[config.mk]
export PLATFORM = sky130hd
export DESIGN_NAME = attack_sequencer
export DESIGN_NICKNAME = d
export VERILOG_FILES = /design/src/rtl/attack_sequencer_pkg.sv /design/src/rtl/attack_reach_check.sv /design/src/rtl/attack_sequencer.sv
export SDC_FILE = /design/constraint.sdc
export NUM_CORES = 1
export LEC_CHECK = 0
export CAP_MARGIN = 20
export CORE_UTILIZATION = 45
export DETAILED_ROUTE_END_ITERATION = 8
export PLACE_DENSITY = 0.69
export RECOVER_POWER = 100
export SKIP_LAST_GASP = 1
export SYNTH_ARGS = -nofsm -noshare
export SYNTH_HDL_FRONTEND = slang
export SYNTH_HIERARCHICAL = 1
export SYNTH_SLANG_ARGS = --single-unit
[constraint.sdc]
create_clock -name clk -period 4.5 [get_ports clk]
set_input_delay 0.675 -clock clk [delete_from_list [all_inputs] [get_ports clk]]
set_output_delay 0.675 -clock clk [all_outputs]
set_load 0.05 [all_outputs]
[src/rtl/attack_sequencer_pkg.sv]
// Shared fighting-game definitions: attack level and phase encodings, default reach and frame
// durations, and the simultaneous-press priority helper.
package attack_sequencer_pkg;

    typedef enum logic [1:0] {
        ATK_NONE = 2'b00,
        ATK_L    = 2'b01,
        ATK_M    = 2'b10,
        ATK_H    = 2'b11
    } atk_level_e;

    typedef enum logic [1:0] {
        PH_IDLE     = 2'b00,
        PH_STARTUP  = 2'b01,
        PH_ACTIVE   = 2'b10,
        PH_RECOVERY = 2'b11
    } phase_e;

    localparam int unsigned POS_W_DEF   = 10;
    localparam int unsigned REACH_L_DEF = 40;
    localparam int unsigned REACH_M_DEF = 56;
    localparam int unsigned REACH_H_DEF = 72;
    localparam int unsigned SU_L_DEF    = 2;
    localparam int unsigned SU_M_DEF    = 4;
    localparam int unsigned SU_H_DEF    = 6;
    localparam int unsigned ACT_L_DEF   = 2;
    localparam int unsigned ACT_M_DEF   = 3;
    localparam int unsigned ACT_H_DEF   = 4;
    localparam int unsigned REC_L_DEF   = 4;
    localparam int unsigned REC_M_DEF   = 8;
    localparam int unsigned REC_H_DEF   = 12;

    // Frame counter width; every phase duration must fit in 1..256 frames.
    localparam int unsigned CNT_W = 8;

    // Presses are ordered {heavy, medium, light}; heavy wins over medium wins over light.
    function automatic atk_level_e press_level(input logic [2:0] press);
        atk_level_e lvl;
        lvl = ATK_NONE;
        if (press[2])      lvl = ATK_H;
        else if (press[1]) lvl = ATK_M;
        else if (press[0]) lvl = ATK_L;
        return lvl;
    endfunction

endpackage

[src/rtl/attack_reach_check.sv]
// Reach test for one attack level: opponent must be strictly in front and no further than the
// level's reach. Shared with the hitbox debug overlay.
module attack_reach_check
    import attack_sequencer_pkg::*;
#(
    parameter int unsigned POS_W   = POS_W_DEF,
    parameter int unsigned REACH_L = REACH_L_DEF,
    parameter int unsigned REACH_M = REACH_M_DEF,
    parameter int unsigned REACH_H = REACH_H_DEF
) (
    input  atk_level_e       i_level,
    input  logic [POS_W-1:0] i_pos_self,
    input  logic [POS_W-1:0] i_pos_opp,
    input  logic             i_facing_right,
    output logic             o_in_range_c
);

    logic signed [POS_W:0] w_self;
    logic signed [POS_W:0] w_opp;
    logic signed [POS_W:0] w_dist;
    logic        [POS_W:0] w_reach;

    assign w_self = $signed({1'b0, i_pos_self});
    assign w_opp  = $signed({1'b0, i_pos_opp});
    assign w_dist = i_facing_right ? (w_opp - w_self) : (w_self - w_opp);

    always_comb begin
        w_reach = '0;
        unique case (i_level)
            ATK_L:   w_reach = (POS_W+1)'(REACH_L);
            ATK_M:   w_reach = (POS_W+1)'(REACH_M);
            ATK_H:   w_reach = (POS_W+1)'(REACH_H);
            default: w_reach = '0;
        endcase
    end

    // Negative or zero distance means behind or overlapping: never a hit.
    assign o_in_range_c = !w_dist[POS_W] && (w_dist != '0) && ($unsigned(w_dist) <= w_reach);

endmodule

[src/rtl/attack_sequencer.sv]
// Per-fighter attack engine: button edge detect, STARTUP/ACTIVE/RECOVERY sequencing on the
// frame tick, and a single registered hit strobe per connecting attack.
module attack_sequencer
    import attack_sequencer_pkg::*;
#(
    parameter int unsigned POS_W   = POS_W_DEF,
    parameter int unsigned REACH_L = REACH_L_DEF,
    parameter int unsigned REACH_M = REACH_M_DEF,
    parameter int unsigned REACH_H = REACH_H_DEF,
    parameter int unsigned SU_L    = SU_L_DEF,
    parameter int unsigned SU_M    = SU_M_DEF,
    parameter int unsigned SU_H    = SU_H_DEF,
    parameter int unsigned ACT_L   = ACT_L_DEF,
    parameter int unsigned ACT_M   = ACT_M_DEF,
    parameter int unsigned ACT_H   = ACT_H_DEF,
    parameter int unsigned REC_L   = REC_L_DEF,
    parameter int unsigned REC_M   = REC_M_DEF,
    parameter int unsigned REC_H   = REC_H_DEF
) (
    input  logic             clk,
    input  logic             reset,
    input  logic             i_frame_tick,
    input  logic             i_enable,
    input  logic             i_btn_light,
    input  logic             i_btn_medium,
    input  logic             i_btn_heavy,
    input  logic [POS_W-1:0] i_pos_self,
    input  logic [POS_W-1:0] i_pos_opp,
    input  logic             i_facing_right,
    output logic [1:0]       o_attack_state,
    output logic [1:0]       o_phase,
    output logic             o_hit_strobe,
    output logic             o_busy
);

    phase_e           r_phase;
    atk_level_e       r_level;
    logic [CNT_W-1:0] r_cnt;
    logic             r_hit_done;
    logic             r_hit_strobe;
    logic             r_busy;
    logic [2:0]       r_btn_prev;

    logic [2:0]       w_btn;
    logic [2:0]       w_press;
    atk_level_e       w_start_level;
    logic             w_in_range;

    // Frames remaining minus one when entering a phase at a given level.
    function automatic logic [CNT_W-1:0] dur_m1(input phase_e ph, input atk_level_e lv);
        logic [CNT_W-1:0] d;
        d = '0;
        unique case (ph)
            PH_STARTUP:  d = (lv == ATK_H) ? CNT_W'(SU_H - 1)
                           : (lv == ATK_M) ? CNT_W'(SU_M - 1) : CNT_W'(SU_L - 1);
            PH_ACTIVE:   d = (lv == ATK_H) ? CNT_W'(ACT_H - 1)
                           : (lv == ATK_M) ? CNT_W'(ACT_M - 1) : CNT_W'(ACT_L - 1);
            PH_RECOVERY: d = (lv == ATK_H) ? CNT_W'(REC_H - 1)
                           : (lv == ATK_M) ? CNT_W'(REC_M - 1) : CNT_W'(REC_L - 1);
            default:     d = '0;
        endcase
        return d;
    endfunction

    assign w_btn         = {i_btn_heavy, i_btn_medium, i_btn_light};
    assign w_press       = w_btn & ~r_btn_prev;
    assign w_start_level = press_level(w_press);

    attack_reach_check #(
        .POS_W   (POS_W),
        .REACH_L (REACH_L),
        .REACH_M (REACH_M),
        .REACH_H (REACH_H)
    ) u_reach (
        .i_level        (r_level),
        .i_pos_self     (i_pos_self),
        .i_pos_opp      (i_pos_opp),
        .i_facing_right (i_facing_right),
        .o_in_range_c   (w_in_range)
    );

    always_ff @(posedge clk) begin
        if (reset) begin
            r_phase      <= PH_IDLE;
            r_level      <= ATK_NONE;
            r_cnt        <= '0;
            r_hit_done   <= 1'b0;
            r_hit_strobe <= 1'b0;
            r_busy       <= 1'b0;
            r_btn_prev   <= '0;
        end else begin
            r_btn_prev   <= w_btn;
            r_hit_strobe <= 1'b0;
            if (!i_enable) begin
                // Round left the fight state: abort without issuing a hit.
                r_phase <= PH_IDLE;
                r_level <= ATK_NONE;
                r_cnt   <= '0;
                r_busy  <= 1'b0;
            end else begin
                unique case (r_phase)
                    PH_IDLE: begin
                        if (|w_press) begin
                            r_phase    <= PH_STARTUP;
                            r_level    <= w_start_level;
                            r_cnt      <= dur_m1(PH_STARTUP, w_start_level);
                            r_hit_done <= 1'b0;
                            r_busy     <= 1'b1;
                        end
                    end
                    PH_STARTUP: begin
                        if (i_frame_tick) begin
                            if (r_cnt == '0) begin
                                r_phase <= PH_ACTIVE;
                                r_cnt   <= dur_m1(PH_ACTIVE, r_level);
                            end else begin
                                r_cnt <= r_cnt - CNT_W'(1);
                            end
                        end
                    end
                    PH_ACTIVE: begin
                        if (!r_hit_done && w_in_range) begin
                            r_hit_strobe <= 1'b1;
                            r_hit_done   <= 1'b1;
                        end
                        if (i_frame_tick) begin
                            if (r_cnt == '0) begin
                                r_phase <= PH_RECOVERY;
                                r_cnt   <= dur_m1(PH_RECOVERY, r_level);
                            end else begin
                                r_cnt <= r_cnt - CNT_W'(1);
                            end
                        end
                    end
                    PH_RECOVERY: begin
                        if (i_frame_tick) begin
                            if (r_cnt == '0) begin
                                r_phase <= PH_IDLE;
                                r_level <= ATK_NONE;
                                r_busy  <= 1'b0;
                            end else begin
                                r_cnt <= r_cnt - CNT_W'(1);
                            end
                        end
                    end
                    default: begin
                        r_phase <= PH_IDLE;
                        r_level <= ATK_NONE;
                        r_busy  <= 1'b0;
                    end
                endcase
            end
        end
    end

    assign o_attack_state = r_level;
    assign o_phase        = r_phase;
    assign o_hit_strobe   = r_hit_strobe;
    assign o_busy         = r_busy;

endmodule

==> flow_summary_export.csv, run 1 <==
group,metric,value,unit
finish,drive_gt1_share,6.82,%
timing,slew_headroom,36.1,%
global_route,grt_busiest_layer,"met2",
global_route,use_met1,23.8,%
logic_synthesis,async_reset_ff_share,0,%
timing,max_freq,252,MHz
routing,drc_errors,0,
timing,drv_slew,0,
critical_path,worst_setup_path_end_kind,"flip-flop",
place,hpwl,3780,um
routing,dr.first_iter.drc_count,85,
routing,via_per_inst,5.42,
timing,rsz0062_at_grt,"no",
cts,postCtsHoldBufs,0,
critical_path,critPathArrivalTime,4.18,ns
min_path,hold_path_class,"reg -> reg",
routing,detail_route.first_pass.iterations,4,
logic_synthesis,synth_top_cells_by_area,"ha_1, dfxtp_1, inv_1",
cts,postCtsResizedCells,0,
timing,period_share,88.1,%
global_route,use_met3,0.972,%
run_status,outcome,"finished, final reports clean",
routing,finalWirelength,4860,um
global_route,grt_util_met2,35.2,%
cts,htree_levels,1,
floorplanning,die_w,72.2,um
pwr,pwr_density_cell,223,nW/um^2
logic_synthesis,netlist_top_cells_count,"inv_1, ha_1, nand2_1, a21oi_1, dfxtp_1",
global_route,grt_pass1_vias,1889,
min_path,holdPathStages,1,
critical_path,cp-start-kind,"input pin",
logic_synthesis,ys_types,62,
timing,setup_viol,0,
cts,clock_latency,0.26,ns
global_route,grt_util_all_layers,19.3,%
floorplanning,start_util,46.9,%
critical_path,reg2regPathDepth,13,
finish,diodes,0,
logic_synthesis,synth-edff-count,0,
logic_synthesis,seq_area_frac_synth,16.3,%
floorplanning,coreArea,4720,um^2
finish,syn_to_final_growth,18.5,%
cts,cts_buffers,3,
logic_synthesis,synth.avg_cell_area,8.02,um^2
place,place.gp.congestion,0.824,
logic_synthesis,syn-instance-count,276,
logic_synthesis,yosys.area.top_type,"ha_1",
min_path,min_from,"r_hit_done$_SDFFE_PP0P_",
cts,cts_setup_buffers,0,
routing,drt.antenna.violating_nets,0,
critical_path,r2r_slack,1.98,ns
timing,worstMarginPinSlew,0.957,ns
logic_synthesis,ys_ff_latch,18,
logic_synthesis,synth_top_area_share,18.1,%
logic_synthesis,syn_area,2210,um^2
pwr,power,0.585,mW
finish,layout.nets,371,
critical_path,regToRegStartpoint,"o_attack_state[0]$_SDFFE_PP0P_",
floorplanning,die_area,5210,um^2
global_route,antenna_found_initial,0,
logic_synthesis,post-synth-top-count-cell,"inv_1",
routing,wl_per_cell,13.0,um
cts,clk_pin_slew,0.07,ns
global_route,overflow,0,
min_path,holdPathEnd,"o_hit_strobe$_SDFF_PP0_",
global_route,grt_max_degree,16,
timing,final.setup_skew,0.00149,ns
cts,cts_tree,"yes",
logic_synthesis,synthesis.nets,338,
critical_path,worstPathMaxFanout,2,
timing,finalHoldViolations,0,
cts,cts.path.max_buffers,2,
critical_path,r2r-end,"r_hit_done$_SDFFE_PP0P_",
global_route,grt_pass1_wl,8160,um
critical_path,critPathKind,"in -> reg",
job,drv_cap,0,
floorplanning,dieHeight,72.2,um
logic_synthesis,yosys_warnings,6,
pwr,power.leakage,1.18,nW
pwr,vdd_drop_max,214,uV
timing,fin_setup_tns,0,ns
timing,min_period,3.96,ns
floorplanning,ios,34,
cts,cts.sinks,18,
routing,vias,2032,
cts,root_buffer,"clkbuf_8",
place,port_buffers,33,
floorplanning,row_count,25,
critical_path,required,4.71,ns
logic_synthesis,synth_top_flop_cell,"dfxtp_1",
[worst max-delay path, stage by stage]
cell and delay, ns:
clkdlybuf4s50_1 0.48, inv_1 0.05, ha_1 0.21, fa_1 0.39, nand2b_1 0.16, a21oi_1 0.17, mux2_2 0.18, xor2_1 0.19
ha_1 0.27, nor2b_1 0.13, o21ai_0 0.13, nand2b_1 0.07, a21oi_1 0.16, o22ai_1 0.09, nor4_1 0.44, nand2_1 0.09
nor2_1 0.10, o221a_2 0.19
[worst max path at each step]
stage | startpoint | endpoint | slack [ns] | cells after the start
after CTS | i_pos_opp[0] | r_hit_done$_SDFFE_PP0P_ | 0.61 | 18
final | i_pos_self[0] | r_hit_done$_SDFFE_PP0P_ | 0.54 | 18
after global routing | i_pos_opp[0] | r_hit_done$_SDFFE_PP0P_ | 0.19 | 18
after floorplan | i_pos_opp[0] | r_hit_done$_SDFFE_PP0P_ | 1.17 | 17
after detailed placement | i_pos_opp[0] | r_hit_done$_SDFFE_PP0P_ | 0.35 | 18
after global placement | i_pos_opp[0] | r_hit_done$_SDFFE_PP0P_ | 0.49 | 18
[power by group]
part	internal [mW]	total [mW]	switching [mW]
Combinational	0.121	0.272	0.150
Clock	0.0780	0.139	0.0607
Sequential	0.166	0.175	0.00863
[metrics by stage]
step,cells,setup WS [ns],cell area [um^2],hold WS [ns],util (%)
after floorplan,276,1.17,2210,0.414,-
after global placement,371,0.493,2590,0.441,54.8
after detailed placement,371,0.353,2590,0.444,54.8
after CTS,375,0.613,2650,0.454,56.0
after global routing,375,0.192,2630,0.473,55.6
final,375,0.537,2630,0.455,55.6
[logic make-up (layout without fill, tap and decap cells)]
family | Yosys count | count (layout) | share of synthesized area, %
buffers and inverters | 45 | 77 | 8.70
AOI/OAI and AO/OA | 82 | 82 | 27.3
and+or+nand+nor | 82 | 82 | 21.4
xor gates and xnor gates | 9 | 9 | 3.56
adders and majority gates | 34 | 34 | 19.9
DFF | 18 | 18 | 16.3
muxes | 6 | 6 | 2.94
[placed cells by master (no fill, tap or decap), types with 3 or more instances in the layout]
master / count
mux2_2: 4
nand4_1: 3
nor2b_1: 9
inv_1: 39
o21ai_0: 9
nand3_1: 5
dlygate4sd3_1: 8
xnor2_1: 5
dfxtp_1: 18
nor2_1: 13
a21oi_1: 19
o22ai_1: 5
nand2_1: 21
a31oi_1: 6
nor3_1: 5
ha_1: 32
o31ai_1: 4
o311ai_0: 3
nand2b_1: 8
clkbuf_8: 4
xor2_1: 4
or3_1: 4
clkdlybuf4s50_1: 25
[state kept, by name, indices dropped and copies added (netlist names)]
signal and count:
o_attack_state 2, o_busy 1, o_hit_strobe 1, o_phase 2, r_btn_prev 3, r_cnt 8
r_hit_done 1
[layout make-up]
cell class	instances	area, um^2
Fill cell	454	2100
Multi-Input combinational cell	213	1640
Sequential cell	18	360
Timing Repair Buffer	34	338
Inverter	39	146
Tap cell	67	83.8
Clock buffer	4	55.1
[routing by layer]
layer	wire length, um	vias to the layer above
met5	0	-
met4	74	0
met3	96	5
met2	2350	28
met1	2330	934
li1	-	1065
(Power assumes the default switching activity.)
==> run 2, diff against run 1 <==
- clock period: 4.5 -> 4.2 ns (I/O delays scaled with it)
==> flow_summary_export.csv, run 2 (same netlist as run 1, synthesis figures left out) <==
group,metric,value,unit
floorplanning,ios,34,
routing,vias,2047,
pwr,pwr_density_cell,237,nW/um^2
critical_path,worstPathMaxFanout,2,
critical_path,endpoint,"r_hit_done$_SDFFE_PP0P_",
run_status,outcome,"finished, final reports clean",
cts,htree_levels,1,
cts,cts_setup_buffers,0,
routing,dr_wl_met2,2390,um
place,port_buffers,33,
floorplanning,die_w,72.2,um
routing,drt.antenna.violating_nets,0,
cts,postCtsResizedCells,0,
timing,finalHoldViolations,0,
global_route,grt_max_degree,16,
timing,slew_headroom,17.5,%
floorplanning,die_area,5210,um^2
finish,syn_to_final_growth,18.0,%
finish,top_register,"r_cnt",
critical_path,startpoint,"i_pos_self[0]",
finish,layout.nets,371,
critical_path,reg2regPathDepth,6,
routing,wl_met1,2340,um
global_route,grt_util_all_layers,19.5,%
cts,postCtsHoldBufs,0,
critical_path,critPathArrivalTime,4.04,ns
routing,drc_errors,0,
critical_path,r2r_slack,1.36,ns
place,hpwl,3850,um
min_path,hold_path_class,"reg -> reg",
critical_path,required,4.40,ns
finish,register_area,360,um^2
cts,cts.path.max_buffers,2,
routing,via_per_inst,5.46,
critical_path,regToRegStartpoint,"r_cnt[0]$_SDFFE_PP0P_",
timing,worstMarginPinSlew,1.22,ns
global_route,overflow,0,
floorplanning,coreArea,4720,um^2
finish,final_common_cell,"inv_1",
critical_path,worst_setup_path_end_kind,"flip-flop",
cts,clock_latency,0.25,ns
cts,cts_tree,"yes",
routing,dr.first_iter.drc_count,100,
routing,top_layer,"met4",
finish,largest_register_ffs,8,
routing,finalWirelength,4890,um
finish,drive_gt1_share,6.49,%
critical_path,critPathKind,"in -> reg",
cts,clk_pin_slew,0.07,ns
finish,multiInputGateArea,1630,um^2
routing,routed-wl-met3,119,um
routing,detail_route.first_pass.iterations,4,
timing,drv_slew,0,
routing,wl_per_cell,13.0,um
floorplanning,start_util,46.9,%
floorplanning,row_count,25,
pwr,vdd_drop_max,234,uV
timing,max_freq,261,MHz
global_route,grt_pass1_wl,8360,um
floorplanning,dieHeight,72.2,um
critical_path,cp-start-kind,"input pin",
global_route,antenna_found_initial,0,
critical_path,r2r-end,"r_cnt[4]$_SDFFE_PP0P_",
job,drv_cap,0,
finish,fin_util,55.3,%
pwr,power.leakage,1.17,nW
cts,cts_buffers,3,
timing,min_period,3.84,ns
timing,fin_setup_tns,0,ns
place,place.gp.congestion,0.824,
finish,diodes,0,
timing,rsz0062_at_grt,"no",
global_route,grt_pass1_vias,1895,
timing,period_share,91.4,%
finish,n_fill_cell,473,
finish,final_cell_mix,"inv_1, ha_1, clkdlybuf4s50_1",
finish,reg_top3,"r_cnt x8, r_btn_prev x3",
timing,final.setup_skew,0.00295,ns
cts,root_buffer,"clkbuf_8",
timing,setup_viol,0,
cts,cts.sinks,18,
## run 2: changes by cell type in the layout (fill, tap and decap cells not counted), sizes merged
cell / delta
clkdlybuf4s50: +1
dlygate4sd3: -1
## run 2: critical path, stage by stage
cell and delay (ns):
clkdlybuf4s50_1 0.48, inv_1 0.05, ha_1 0.21, fa_1 0.39, nand2b_1 0.16, a21oi_1 0.17, mux2_2 0.19, xor2_1 0.19
ha_1 0.27, nor2b_1 0.14, o21ai_0 0.15, nand2b_1 0.08, a21oi_1 0.14, o22ai_1 0.09, nor4_2 0.34, nand2_1 0.08
nor2_1 0.10, o221a_2 0.19
## run 2: final cells by class
class	count	share of cell area [%]
multi-input cells	213	62.4
flip-flops and latches	18	13.8
repair buffers	34	12.9
inverters	39	5.60
well taps	67	3.21
clock buffers	4	2.11
## run 2: how the worst min path moves through the flow
| stage | startpoint | endpoint | slack, ns | cells past startpoint |
|---|---|---|---|---|
| after floorplan | r_hit_done$_SDFFE_PP0P_ | o_hit_strobe$_SDFF_PP0_ | 0.41 | 1 |
| after global placement | r_hit_done$_SDFFE_PP0P_ | o_hit_strobe$_SDFF_PP0_ | 0.44 | 1 |
| after detailed placement | r_hit_done$_SDFFE_PP0P_ | o_hit_strobe$_SDFF_PP0_ | 0.44 | 1 |
| after CTS | r_hit_done$_SDFFE_PP0P_ | o_hit_strobe$_SDFF_PP0_ | 0.45 | 1 |
| after global routing | r_hit_done$_SDFFE_PP0P_ | o_hit_strobe$_SDFF_PP0_ | 0.48 | 1 |
| final | r_hit_done$_SDFFE_PP0P_ | o_hit_strobe$_SDFF_PP0_ | 0.45 | 1 |
## run 2: layer usage
layer,vias up,global-route usage (%)
li1,1071,-
met4,0,4.58
met3,4,0.972
met2,28,35.4
met5,-,0
met1,944,25.2
## run 2: per-stage QoR
step	hold WS [ns]	power, mW	setup WS, ns	area [um^2]	cells
after floorplan	0.414	0.407	0.912	2210	276
after global placement	0.441	0.483	0.239	2590	371
after detailed placement	0.441	0.486	0.103	2590	371
after CTS	0.454	0.632	0.353	2650	375
after global routing	0.477	0.665	0.101	2610	375
final	0.449	0.620	0.362	2610	375
## run 2: where the power goes
group,total (mW),internal [mW],switching (mW)
Combinational,0.288,0.128,0.161
Clock,0.145,0.0833,0.0613
Sequential,0.187,0.178,0.00892
Total,0.620,0.389,0.231
==> run 3, diff against run 2 <==
- CORE_MARGIN: not set -> 4
- GPL_ROUTABILITY_DRIVEN: not set -> 0
==> flow_summary_export.csv, run 3 (same netlist as run 1, synthesis figures left out) <==
group,metric,value,unit
pwr,power,0.627,mW
job,drv_cap,0,
timing,fin_setup_tns,0,ns
finish,final_cell_mix,"inv_1, ha_1, clkdlybuf4s50_1",
floorplanning,start_util,46.6,%
critical_path,startpoint,"i_pos_opp[0]",
critical_path,critPathKind,"in -> reg",
routing,finalWirelength,5020,um
critical_path,critPathArrivalTime,4.05,ns
global_route,grt_pass1_wl,8840,um
timing,slew_headroom,19.8,%
min_path,min_from,"r_hit_done$_SDFFE_PP0P_",
critical_path,cp-start-kind,"input pin",
critical_path,cpPeakStageDelay,0.48,ns
critical_path,critPathSlowestCell,"clkdlybuf4s50_1",
global_route,grt_util_all_layers,17.1,%
timing,drv_slew,0,
min_path,hold_path_class,"reg -> reg",
pwr,power_frac_seq,29.8,%
routing,vias,2095,
routing,via_per_inst,5.59,
routing,wl_per_cell,13.4,um
finish,diodes,0,
timing,final.setup_skew,0.00265,ns
finish,final_common_cell,"inv_1",
cts,clk_pin_slew,0.07,ns
finish,largest_register_ffs,8,
pwr,p_int,0.391,mW
critical_path,regToRegStartpoint,"r_cnt[0]$_SDFFE_PP0P_",
routing,drc_errors,0,
floorplanning,coreArea,4750,um^2
global_route,antenna_found_initial,0,
timing,max_freq,260,MHz
routing,detail_route.first_pass.iterations,4,
pwr,switching_share,37.7,%
cts,cts_tree,"yes",
cts,cts_buffers,3,
timing,setup_viol,0,
floorplanning,ios,34,
floorplanning,dieHeight,78.2,um
pwr,clock_power_share,23.7,%
pwr,power.leakage,1.17,nW
timing,min_period,3.84,ns
finish,top_register,"r_cnt",
cts,postCtsHoldBufs,0,
timing,rsz0062_at_grt,"no",
finish,reg_top3,"r_cnt x8, r_btn_prev x3",
critical_path,cp_cell_sequence,"clkdlybuf4s50_1, inv_1, ha_1, fa_1, nand2b_1, a21oi_1, mux2_1, xor2_2, ha_1, nor2b_1, o21ai_1, nand2b_1, a21oi_1, o22ai_1, nor4_2, nand2_1, nor2_1, o221a_2",
finish,layout.nets,371,
critical_path,required,4.41,ns
timing,period_share,91.5,%
place,port_buffers,33,
pwr,vdd_drop_max,206,uV
cts,clock_latency,0.26,ns
pwr,switchingPower,0.237,mW
routing,drt.antenna.violating_nets,0,
cts,cts.sinks,18,
floorplanning,row_count,25,
pwr,pwr_density_cell,239,nW/um^2
global_route,overflow,0,
global_route,grt_max_degree,16,
timing,worstMarginPinSlew,1.19,ns
place,hpwl,3930,um
floorplanning,die_area,6110,um^2
finish,fin_util,55.1,%
timing,finalHoldViolations,0,
critical_path,worst_setup_path_end_kind,"flip-flop",
finish,syn_to_final_growth,18.2,%
finish,drive_gt1_share,6.49,%
floorplanning,die_w,78.2,um
pwr,p_comb_share,46.5,%
critical_path,worstPathMaxFanout,2,
run_status,outcome,"finished, final reports clean",
global_route,grt_pass1_vias,2051,
routing,dr.first_iter.drc_count,69,
cts,cts.path.max_buffers,2,
cts,root_buffer,"clkbuf_8",
cts,htree_levels,1,
-- run 3: cell type report --
class | count | area [um^2]
clock buffer | 4 | 55.1
tap | 67 | 83.8
sequential | 18 | 360
multi-input combinational | 213 | 1640
inverter | 39 | 146
fill | 470 | 2140
timing repair buffer | 34 | 338
-- run 3: metrics by stage --
| stage | setup WS [ns] | cells | instance area, um^2 | hold WS (ns) |
|---|---|---|---|---|
| finish | 0.357 | 375 | 2620 | 0.464 |
| global route | 0.0328 | 375 | 2620 | 0.503 |
| CTS | 0.282 | 375 | 2650 | 0.461 |
| detailed placement | 0.0240 | 371 | 2590 | 0.450 |
| global placement | 0.236 | 371 | 2590 | 0.441 |
| floorplan | 0.912 | 276 | 2210 | 0.414 |
-- run 3: power groups by stage --
stage          Combinational, mW  Sequential (mW)  Clock (mW)
4_1_cts                    0.297            0.187       0.150
5_1_grt                    0.331            0.188       0.159
2_1_floorplan              0.206            0.201           0
3_3_place_gp               0.292            0.191           0
3_5_place_dp               0.295            0.191           0
6_report                   0.292            0.187       0.149
-- run 3: critical path: cells and delay by family --
| family | cells | cell delay, ns |
|---|---|---|
| AND/OR/NAND/NOR | 6 | 0.95 |
| adder cells (fa/ha/maj) | 3 | 0.88 |
| AO/OA/AOI/OAI | 5 | 0.69 |
| buffers and inverters | 2 | 0.53 |
| multiplexers | 1 | 0.20 |
| XOR/XNOR | 1 | 0.17 |
-- run 3: final timing paths --
check                            end  slack (ns)  cells after the start
max reg2reg    r_cnt[5]$_SDFFE_PP0P_        1.48                      6
min          o_hit_strobe$_SDFF_PP0_        0.46                      1
min reg2reg  o_hit_strobe$_SDFF_PP0_        0.46                      1
max          r_hit_done$_SDFFE_PP0P_        0.36                     18
-- run 3: per-layer routing --
| layer | vias up | global-route usage [%] | routed length, um |
|---|---|---|---|
| li1 | 1058 | - | - |
| met5 | - | 0 | 0 |
| met2 | 61 | 29.2 | 2330 |
| met3 | 11 | 1.95 | 234 |
| met1 | 965 | 21.9 | 2360 |
| met4 | 0 | 6.82 | 97 |
-- run 3: timing repair --
| item | in CTS | in global routing |
|---|---|---|
| resized for setup | 0 | 2 |
| buffers inserted | 0 | 0 |
| setup endpoints to repair | 0 | 1 |
